<file path="src/rtl/fetch_unit_pkg.sv">
// Shared definitions for the PicoComputer fetch path: opcode constants, the
// immediate marker, the boot address and the fetch sequencer state encoding.
package fetch_unit_pkg;

    localparam logic [3:0] OP_MOV   = 4'h0;
    localparam logic [3:0] OP_HALT  = 4'hF;
    localparam logic [3:0] IMM_MARK = 4'h8;

    localparam int DEFAULT_START_ADDR = 8;

    typedef enum logic [2:0] {
        ST_BOOT,
        ST_IDLE,
        ST_RD1,
        ST_LD1,
        ST_RD2,
        ST_LD2,
        ST_DONE,
        ST_HALTED
    } fetch_state_t;

    function automatic logic [3:0] opcode_of(input logic [15:0] word);
        return word[15:12];
    endfunction

endpackage

</file>
<file path="src/rtl/fetch_unit_instr_len_decode.sv">
// Instruction length decoder shared with the execute-stage decoder:
// classifies a first instruction word as HALT and/or two-word (MOV immediate).
module instr_len_decode
    import fetch_unit_pkg::*;
(
    input  logic [15:0] word,
    output logic        is_halt,
    output logic        is_two_word
);

    logic [3:0] opcode;
    logic       unused_mid;

    assign opcode      = opcode_of(word);
    assign unused_mid  = ^word[11:4];
    assign is_halt     = (opcode == OP_HALT);
    // HALT wins over the immediate marker, so MOV is the only two-word opcode.
    assign is_two_word = (opcode == OP_MOV) && (word[3:0] == IMM_MARK);

endmodule

</file>
<file path="src/rtl/fetch_unit.sv">
// Instruction-fetch sequencer: drives PC/IR strobes and the memory read port,
// fetching one or two words per start request and flagging HALT.
module fetch_unit
    import fetch_unit_pkg::*;
#(
    parameter int ADDR_WIDTH = 6,
    parameter int DATA_WIDTH = 16,
    parameter int START_ADDR = DEFAULT_START_ADDR
) (
    input  logic                  clk,
    input  logic                  rst,
    input  logic                  start,
    input  logic [ADDR_WIDTH-1:0] pc_out,
    input  logic                  mem_rdy,
    input  logic [DATA_WIDTH-1:0] mem_data,
    output logic                  mem_rd,
    output logic [ADDR_WIDTH-1:0] mem_addr,
    output logic                  pc_ld,
    output logic [ADDR_WIDTH-1:0] pc_in,
    output logic                  pc_inc,
    output logic [DATA_WIDTH-1:0] ir_data,
    output logic                  irh_ld,
    output logic                  irl_ld,
    output logic                  irl_cl,
    output logic                  busy,
    output logic                  done,
    output logic                  halted,
    output fetch_state_t          dbg_state
);

    // Handshake: a memory word is taken on a rising edge where mem_rd=1 and
    // mem_rdy=1; mem_rd and mem_addr stay stable until then, with no timeout.

    fetch_state_t state;
    logic         is_halt;
    logic         is_two_word;

    instr_len_decode u_len_decode (
        .word        (ir_data[15:0]),
        .is_halt     (is_halt),
        .is_two_word (is_two_word)
    );

    assign mem_addr  = mem_rd ? pc_out : '0;
    assign pc_in     = pc_ld ? ADDR_WIDTH'(START_ADDR) : '0;
    assign dbg_state = state;

    // Strobes are registered alongside the state so each one is high for the
    // whole cycle the FSM spends in the state that owns it.
    always_ff @(posedge clk or posedge rst) begin
        if (rst) begin
            state   <= ST_BOOT;
            ir_data <= '0;
            mem_rd  <= 1'b0;
            pc_ld   <= 1'b0;
            pc_inc  <= 1'b0;
            irh_ld  <= 1'b0;
            irl_ld  <= 1'b0;
            irl_cl  <= 1'b0;
            busy    <= 1'b0;
            done    <= 1'b0;
            halted  <= 1'b0;
        end else begin
            mem_rd <= 1'b0;
            pc_ld  <= 1'b0;
            pc_inc <= 1'b0;
            irh_ld <= 1'b0;
            irl_ld <= 1'b0;
            irl_cl <= 1'b0;
            done   <= 1'b0;
            case (state)
                ST_BOOT: begin
                    // First edge raises the PC load, the second leaves BOOT.
                    if (!pc_ld) begin
                        pc_ld <= 1'b1;
                        busy  <= 1'b1;
                    end else begin
                        state <= ST_IDLE;
                        busy  <= 1'b0;
                    end
                end
                ST_IDLE: begin
                    if (start) begin
                        state  <= ST_RD1;
                        mem_rd <= 1'b1;
                        busy   <= 1'b1;
                    end
                end
                ST_RD1: begin
                    if (mem_rdy) begin
                        ir_data <= mem_data;
                        state   <= ST_LD1;
                        irh_ld  <= 1'b1;
                        pc_inc  <= 1'b1;
                    end else begin
                        mem_rd <= 1'b1;
                    end
                end
                ST_LD1: begin
                    if (is_halt) begin
                        state  <= ST_HALTED;
                        halted <= 1'b1;
                        busy   <= 1'b0;
                    end else if (is_two_word) begin
                        state  <= ST_RD2;
                        mem_rd <= 1'b1;
                    end else begin
                        state  <= ST_DONE;
                        done   <= 1'b1;
                        irl_cl <= 1'b1;
                    end
                end
                ST_RD2: begin
                    if (mem_rdy) begin
                        ir_data <= mem_data;
                        state   <= ST_LD2;
                        irl_ld  <= 1'b1;
                        pc_inc  <= 1'b1;
                    end else begin
                        mem_rd <= 1'b1;
                    end
                end
                ST_LD2: begin
                    state <= ST_DONE;
                    done  <= 1'b1;
                end
                ST_DONE: begin
                    state <= ST_IDLE;
                    busy  <= 1'b0;
                end
                ST_HALTED: begin
                    state <= ST_HALTED;
                end
                default: begin
                    state <= ST_BOOT;
                    busy  <= 1'b0;
                end
            endcase
        end
    end

endmodule

</file>
<file path="config.mk">
export PLATFORM = sky130hd
export DESIGN_NAME = fetch_unit
export DESIGN_NICKNAME = d
export VERILOG_FILES = /design/src/rtl/fetch_unit_pkg.sv /design/src/rtl/fetch_unit_instr_len_decode.sv /design/src/rtl/fetch_unit.sv
export SDC_FILE = /design/constraint.sdc
export NUM_CORES = 1
export LEC_CHECK = 0
export BUFFER_PORTS_ARGS = -buffer_cell sky130_fd_sc_hd__buf_2
export CORE_ASPECT_RATIO = 0.7
export CORE_MARGIN = 3
export CORE_UTILIZATION = 41
export DETAILED_ROUTE_END_ITERATION = 7
export PLACE_DENSITY = 0.73
export SLEW_MARGIN = 20
export SYNTH_ARGS = -nofsm -noshare
export SYNTH_HDL_FRONTEND = slang
export SYNTH_SLANG_ARGS = --single-unit
</file>
<file path="constraint.sdc">
create_clock -name clk -period 1.8 [get_ports clk]
set_input_delay 0.09 -clock clk [delete_from_list [all_inputs] [get_ports clk]]
set_output_delay 0.09 -clock clk [all_outputs]
set_load 0.005 [all_outputs]
</file>
==> results_dict.tcl, run 1 <==
set metrics [dict create \
    slowest_delay_ns 0.49 \
    critPathRequiredTime_ns 1.96 \
    clock_skew_ns 0.003148 \
    max_freq_mhz 643.2 \
    vdd_drop_max_mv 0.8620 \
    worstPathArrival_ns 1.71 \
    first_pass_iters 4 \
    overflow 0 \
    die_x_um 73.63 \
    clk_latency_ns 0.27 \
    wl_um 2841 \
    die_h_um 53.34 \
    diodes 0 \
    fin_nets 192 \
    synth_area_sq_mm 0.001313 \
    synth_top_flop_cell "dfrtp_1" \
    via_count 1007 \
    setup_viol 0 \
    start_util_pct 44.91 \
    clkTransAtPathRegs_ns 0.09 \
    grt_usage_pct 14.73 \
    cts_root_buf "clkbuf_8" \
    slew-limit-headroom_pct 64.67 \
    ff2ff_setup_slack_ns 0.25 \
    core_sq_mm 0.002923 \
    drtAntennaViolNets 0 \
    worst_pin_slew_ns 0.5225 \
    async_flop_share_pct 100.0 \
    critPathSlowestCell "dfrtp_1" \
    startpoint_type "flip-flop" \
    drive_gt1_share_pct 55.15 \
    grt_first_pass_wirelength_um 4381 \
    synth.distinct_cells 35 \
    synth_edf_count 0 \
    grt_max_degree 29 \
    synth_seq_area_share_pct 53.38 \
    synthTopCellsByArea "dfrtp_1, mux2_4, mux2_2" \
    path_class "reg -> reg" \
    drv_cap 0 \
    post-dp-hpwl_um 2210 \
    wire_per_inst_um 14.13 \
    fillers 256 \
    via_per_inst 5.010 \
    synth.avg_cell_area_sq_um 13.00 \
    die_area_sq_mm 0.003927 \
    yosysTopAreaCell "dfrtp_1" \
    hold_viol 0 \
    cts_tree "yes" \
    syn_inst 101 \
    cts_sinks 28 \
    gp_congestion 0.8935 \
    critPathMaxFanout 17 \
    leakage_nw 0.8817 \
    cts_buffers 3 \
    dr.first_iter.drc_count 15 \
    min_path_type "in -> reg" \
    yosysTopAreaCellShare_pct 53.38 \
    post-route-drc-count 0 \
    cts_buffer_depth 2 \
    htree_levels 1 \
    status "finished, final reports clean" \
    ys_warn_count 0 \
    syn_to_final_growth_pct 29.74 \
    slew_viol_final 0 \
    min_period_ns 1.555 \
    rsz0062_at_grt "no" \
    finalSetupTns_ns 0 \
    cts_resized 0 \
    ys_ff_latch 28 \
    grt_pass1_vias 952 \
    core.rowCount 16 \
    pwr_density_cell_mw_per_mm2 1675 \
    power_mw 2.853 \
    antenna_found_initial 0 \
    worst_setup_path_end_kind "flip-flop" \
    post-route-period-util_pct 86.37 \
    portBuffers 60 \
    crit_chain "nand2b_1, a21oi_4, buf_12, mux2_2" \
    io_pins 66 \
]
-- cells in the final DEF, fill, tap and decap left out, types with 2 or more instances in the layout --
master	instances
buf_2	60
dfrtp_1	28
mux2_4	9
mux2_2	8
and2_1	6
o21ai_0	5
conb_1	5
inv_1	4
clkbuf_8	4
buf_4	4
nand2b_1	3
nor2_1	3
nor4_1	2
-- logic make-up (layout without fill, tap and decap cells) --
family	after synthesis	count (layout)	share of synthesized area, %
buf+inv	14	74	7.626
flops	28	28	53.38
other cells	1	5	0.2857
simple gates	23	23	11.15
mux	17	17	17.16
compound gates	18	18	10.39
-- state kept, by name, indices dropped and copies added (netlist names) --
name / flops
ir_data: 16
irh_ld: 1
pc_inc: 1
done: 1
halted: 1
mem_rd: 1
dbg_state: 3
busy: 1
irl_cl: 1
irl_ld: 1
pc_ld: 1
-- per-layer routing --
| layer | GRT usage [%] | part of all wire, % | up-vias |
|---|---|---|---|
| li1 | - | - | 479 |
| met1 | 17.45 | 43 | 487 |
| met2 | 25.74 | 49 | 39 |
| met3 | 4.175 | 7.3 | 2 |
| met4 | 4.819 | 0.88 | 0 |
| met5 | 0 | 0 | - |
-- report_power, final --
group | switching [mW] | internal, mW
sequential | 0.249 | 0.926
clock | 0.185 | 0.195
combinational | 0.534 | 0.764
total | 0.968 | 1.88
-- worst paths after layout --
check                                    startpoint                      end  depth (start not counted)
max                        dbg_state[1]$_DFFE_PP0P_   ir_data[4]$_DFFE_PP0P_                          4
min                                    mem_data[10]  ir_data[10]$_DFFE_PP0P_                          2
max reg2reg                dbg_state[1]$_DFFE_PP0P_   ir_data[4]$_DFFE_PP0P_                          4
min reg2reg                  ir_data[6]$_DFFE_PP0P_   ir_data[6]$_DFFE_PP0P_                          1
max in group asynchronous                       rst   ir_data[3]$_DFFE_PP0P_                          4
min in group asynchronous                       rst         irh_ld$_DFF_PP0_                          4
-- what timing repair did --
action                    in CTS  in global routing
hold buffers                   1                  0
hold endpoints to repair      28                  0
setup buffers                  0                  0
-- per-stage QoR --
stage                     setup slack [ns]  cell area [sq um]  cells  util [%]  hold slack (ns)
after detailed placement            0.2733               1638    196     56.04           0.1795
after floorplan                     0.2294               1328    105         -           0.1554
after global placement              0.3192               1638    196     56.04           0.1640
after global routing                0.1777               1703    201     58.26          0.02605
final                               0.2453               1703    201     58.26          0.04381
after CTS                           0.2572               1703    201     58.26          0.03846
-- cell type report --
cell class / count / area, sq um / share of cell area, %
Inverter: 4 / 15.01 / 0.8817
Sequential cell: 28 / 700.7 / 41.15
Clock buffer: 4 / 55.05 / 3.233
Tap cell: 36 / 45.04 / 2.645
Multi-Input combinational cell: 63 / 526.8 / 30.93
Timing Repair Buffer: 66 / 360.3 / 21.16
-- worst max-delay path: cells and delay by family, from the launching register on --
family          cells  cell delay (ns)
flops               1             0.49
mux                 1             0.35
simple gates        1             0.25
compound gates      1             0.19
buf+inv             1             0.18
-- Yosys cell counts (2+ instances only) --
master	instances
dfrtp_1	28
inv_1	4
nor4_1	2
nor2_1	3
nand2b_1	3
mux2_2	8
o21ai_0	5
buf_4	8
mux2_4	9
and2_1	6
(Power assumes the default switching activity.)
==> run 2, diff against run 1 <==
--- a/config.mk
+++ b/config.mk
@@ -9,6 +9,7 @@
 export CORE_ASPECT_RATIO = 0.7
 export CORE_MARGIN = 3
 export CORE_UTILIZATION = 41
+export CTS_CLUSTER_SIZE = 30
 export DETAILED_ROUTE_END_ITERATION = 7
 export PLACE_DENSITY = 0.73
 export SLEW_MARGIN = 20
==> constraint.sdc (replaced) <==
create_clock -name clk -period 1.8 [get_ports clk]
set_input_delay 0.36 -clock clk [delete_from_list [all_inputs] [get_ports clk]]
set_output_delay 0.36 -clock clk [all_outputs]
set_load 0.005 [all_outputs]
==> run 2 against run 1 <==
Compared with the run above: critical endpoint unchanged; count of clock-buffer cells in the layout unchanged; highest routed layer unchanged; critical path type unchanged; cell count down 0.50%; critical path depth unchanged; wire length down 0.39%.
==> results_dict.tcl, run 2 (synthesis results as in run 1) <==
set metrics [dict create \
    postCtsHoldBufs 0 \
    start_util_pct 44.91 \
    r2r_end "ir_data[4]$_DFFE_PP0P_" \
    ff2ff_setup_slack_ns 0.25 \
    cts_root_buf "clkbuf_8" \
    critPathRequiredTime_ns 1.96 \
    critPathMaxFanout 17 \
    leakage_nw 0.8776 \
    die_h_um 53.34 \
    worstPathArrival_ns 1.71 \
    diodes 0 \
    clkTransAtPathRegs_ns 0.09 \
    fillers 257 \
    wl_met1_um 1206 \
    cts_resized 0 \
    drive_gt1_share_pct 55.49 \
    core.rowCount 16 \
    drv_cap 0 \
    die_x_um 73.63 \
    worst_setup_path_end_kind "flip-flop" \
    final_cell_mix "buf_2, dfrtp_1, mux2_4" \
    grt_pass1_vias 952 \
    power_mw 2.851 \
    largest_register_ffs 16 \
    r2r-start "dbg_state[1]$_DFFE_PP0P_" \
    cts_buffer_depth 2 \
    min_period_ns 1.555 \
    fin_ws_ns 0.2453 \
    place_area_sq_mm 0.001638 \
    slew_viol_final 0 \
    status "finished, final reports clean" \
    path_class "reg -> reg" \
    dr_wl_met3_um 210 \
    core_sq_mm 0.002923 \
    gp_congestion 0.8935 \
    rsz0062_at_grt "no" \
    cts_buffers 3 \
    finalSetupTns_ns 0 \
    hold_viol 0 \
    worst_pin_slew_ns 0.5225 \
    slew-limit-headroom_pct 64.67 \
    hold_slack_ns 0.1394 \
    startpoint_type "flip-flop" \
    wl_um 2830 \
    die_area_sq_mm 0.003927 \
    pre_cts_slack_ns 0.2733 \
    post-route-util_pct 57.92 \
    syn_to_final_growth_pct 28.98 \
    grt_first_pass_wirelength_um 4381 \
    r2r_cells 4 \
    cts_tree "yes" \
    dr.first_iter.drc_count 32 \
    clock_skew_ns 0.003148 \
    min_path_type "in -> async" \
    via_per_inst 5.025 \
    post-route-period-util_pct 86.37 \
    antenna_found_initial 0 \
    post-route-drc-count 0 \
    drtAntennaViolNets 0 \
    portBuffers 60 \
    regMostFlops "ir_data" \
    post-dp-hpwl_um 2210 \
    first_pass_iters 4 \
    fin_area_sq_mm 0.001693 \
    io_pins 66 \
    grt_usage_pct 14.73 \
    final_cells 200 \
    layout_commonest_cell "buf_2" \
    max_freq_mhz 643.2 \
    vdd_drop_max_mv 0.8620 \
    setup_viol 0 \
    wl_met2_um 1387 \
    cts_sinks 28 \
    cts_setup_buffers 0 \
    via_count 1005 \
    fin_nets 191 \
    wire_per_inst_um 14.15 \
    htree_levels 1 \
    clk_latency_ns 0.27 \
    overflow 0 \
    maxUsedRoutingLayer "met4" \
    grt_max_degree 29 \
    dp_cells 196 \
    pwr_density_cell_mw_per_mm2 1684 \
]
-- run 2: cell types whose count changed in the layout (fill, tap and decap cells not counted) --
cell and change:
dlygate4sd3_1 -1
-- run 2: layer usage --
metal / vias to the layer above / track usage, %
met5: - / 0
met4: 0 / 4.819
met3: 2 / 4.175
met2: 39 / 25.74
met1: 487 / 17.45
li1: 477 / -
-- run 2: worst max-delay path: stages, from the launching register on --
cell,delay [ns]
dfrtp_1,0.49
nand2b_1,0.25
a21oi_4,0.19
buf_12,0.18
mux2_2,0.35
-- run 2: cell type report --
cell class	instances	area (sq um)	share of cell area [%]
Clock buffer	4	55.05	3.252
Inverter	4	15.01	0.8869
Multi-Input combinational cell	63	526.8	31.12
Sequential cell	28	700.7	41.39
Tap cell	36	45.04	2.661
Timing Repair Buffer	65	350.3	20.69
-- run 2: how the worst max path moves through the flow --
| stage | start | to | slack (ns) | cells after the start |
|---|---|---|---|---|
| 2_1_floorplan | dbg_state[1]$_DFFE_PP0P_ | ir_data[0]$_DFFE_PP0P_ | 0.23 | 4 |
| 3_3_place_gp | dbg_state[1]$_DFFE_PP0P_ | ir_data[3]$_DFFE_PP0P_ | 0.32 | 4 |
| 3_5_place_dp | dbg_state[1]$_DFFE_PP0P_ | ir_data[4]$_DFFE_PP0P_ | 0.27 | 4 |
| 4_1_cts | dbg_state[1]$_DFFE_PP0P_ | ir_data[4]$_DFFE_PP0P_ | 0.26 | 4 |
| 5_1_grt | dbg_state[0]$_DFFE_PP0P_ | ir_data[5]$_DFFE_PP0P_ | 0.18 | 4 |
| 6_report | dbg_state[1]$_DFFE_PP0P_ | ir_data[4]$_DFFE_PP0P_ | 0.25 | 4 |
-- run 2: power breakdown --
group / total, mW / internal, mW / leakage, nW / switching [mW]
Sequential: 1.18 / 0.926 / 0.344 / 0.249
Clock: 0.380 / 0.195 / 0.0288 / 0.185
Combinational: 1.30 / 0.762 / 0.505 / 0.534
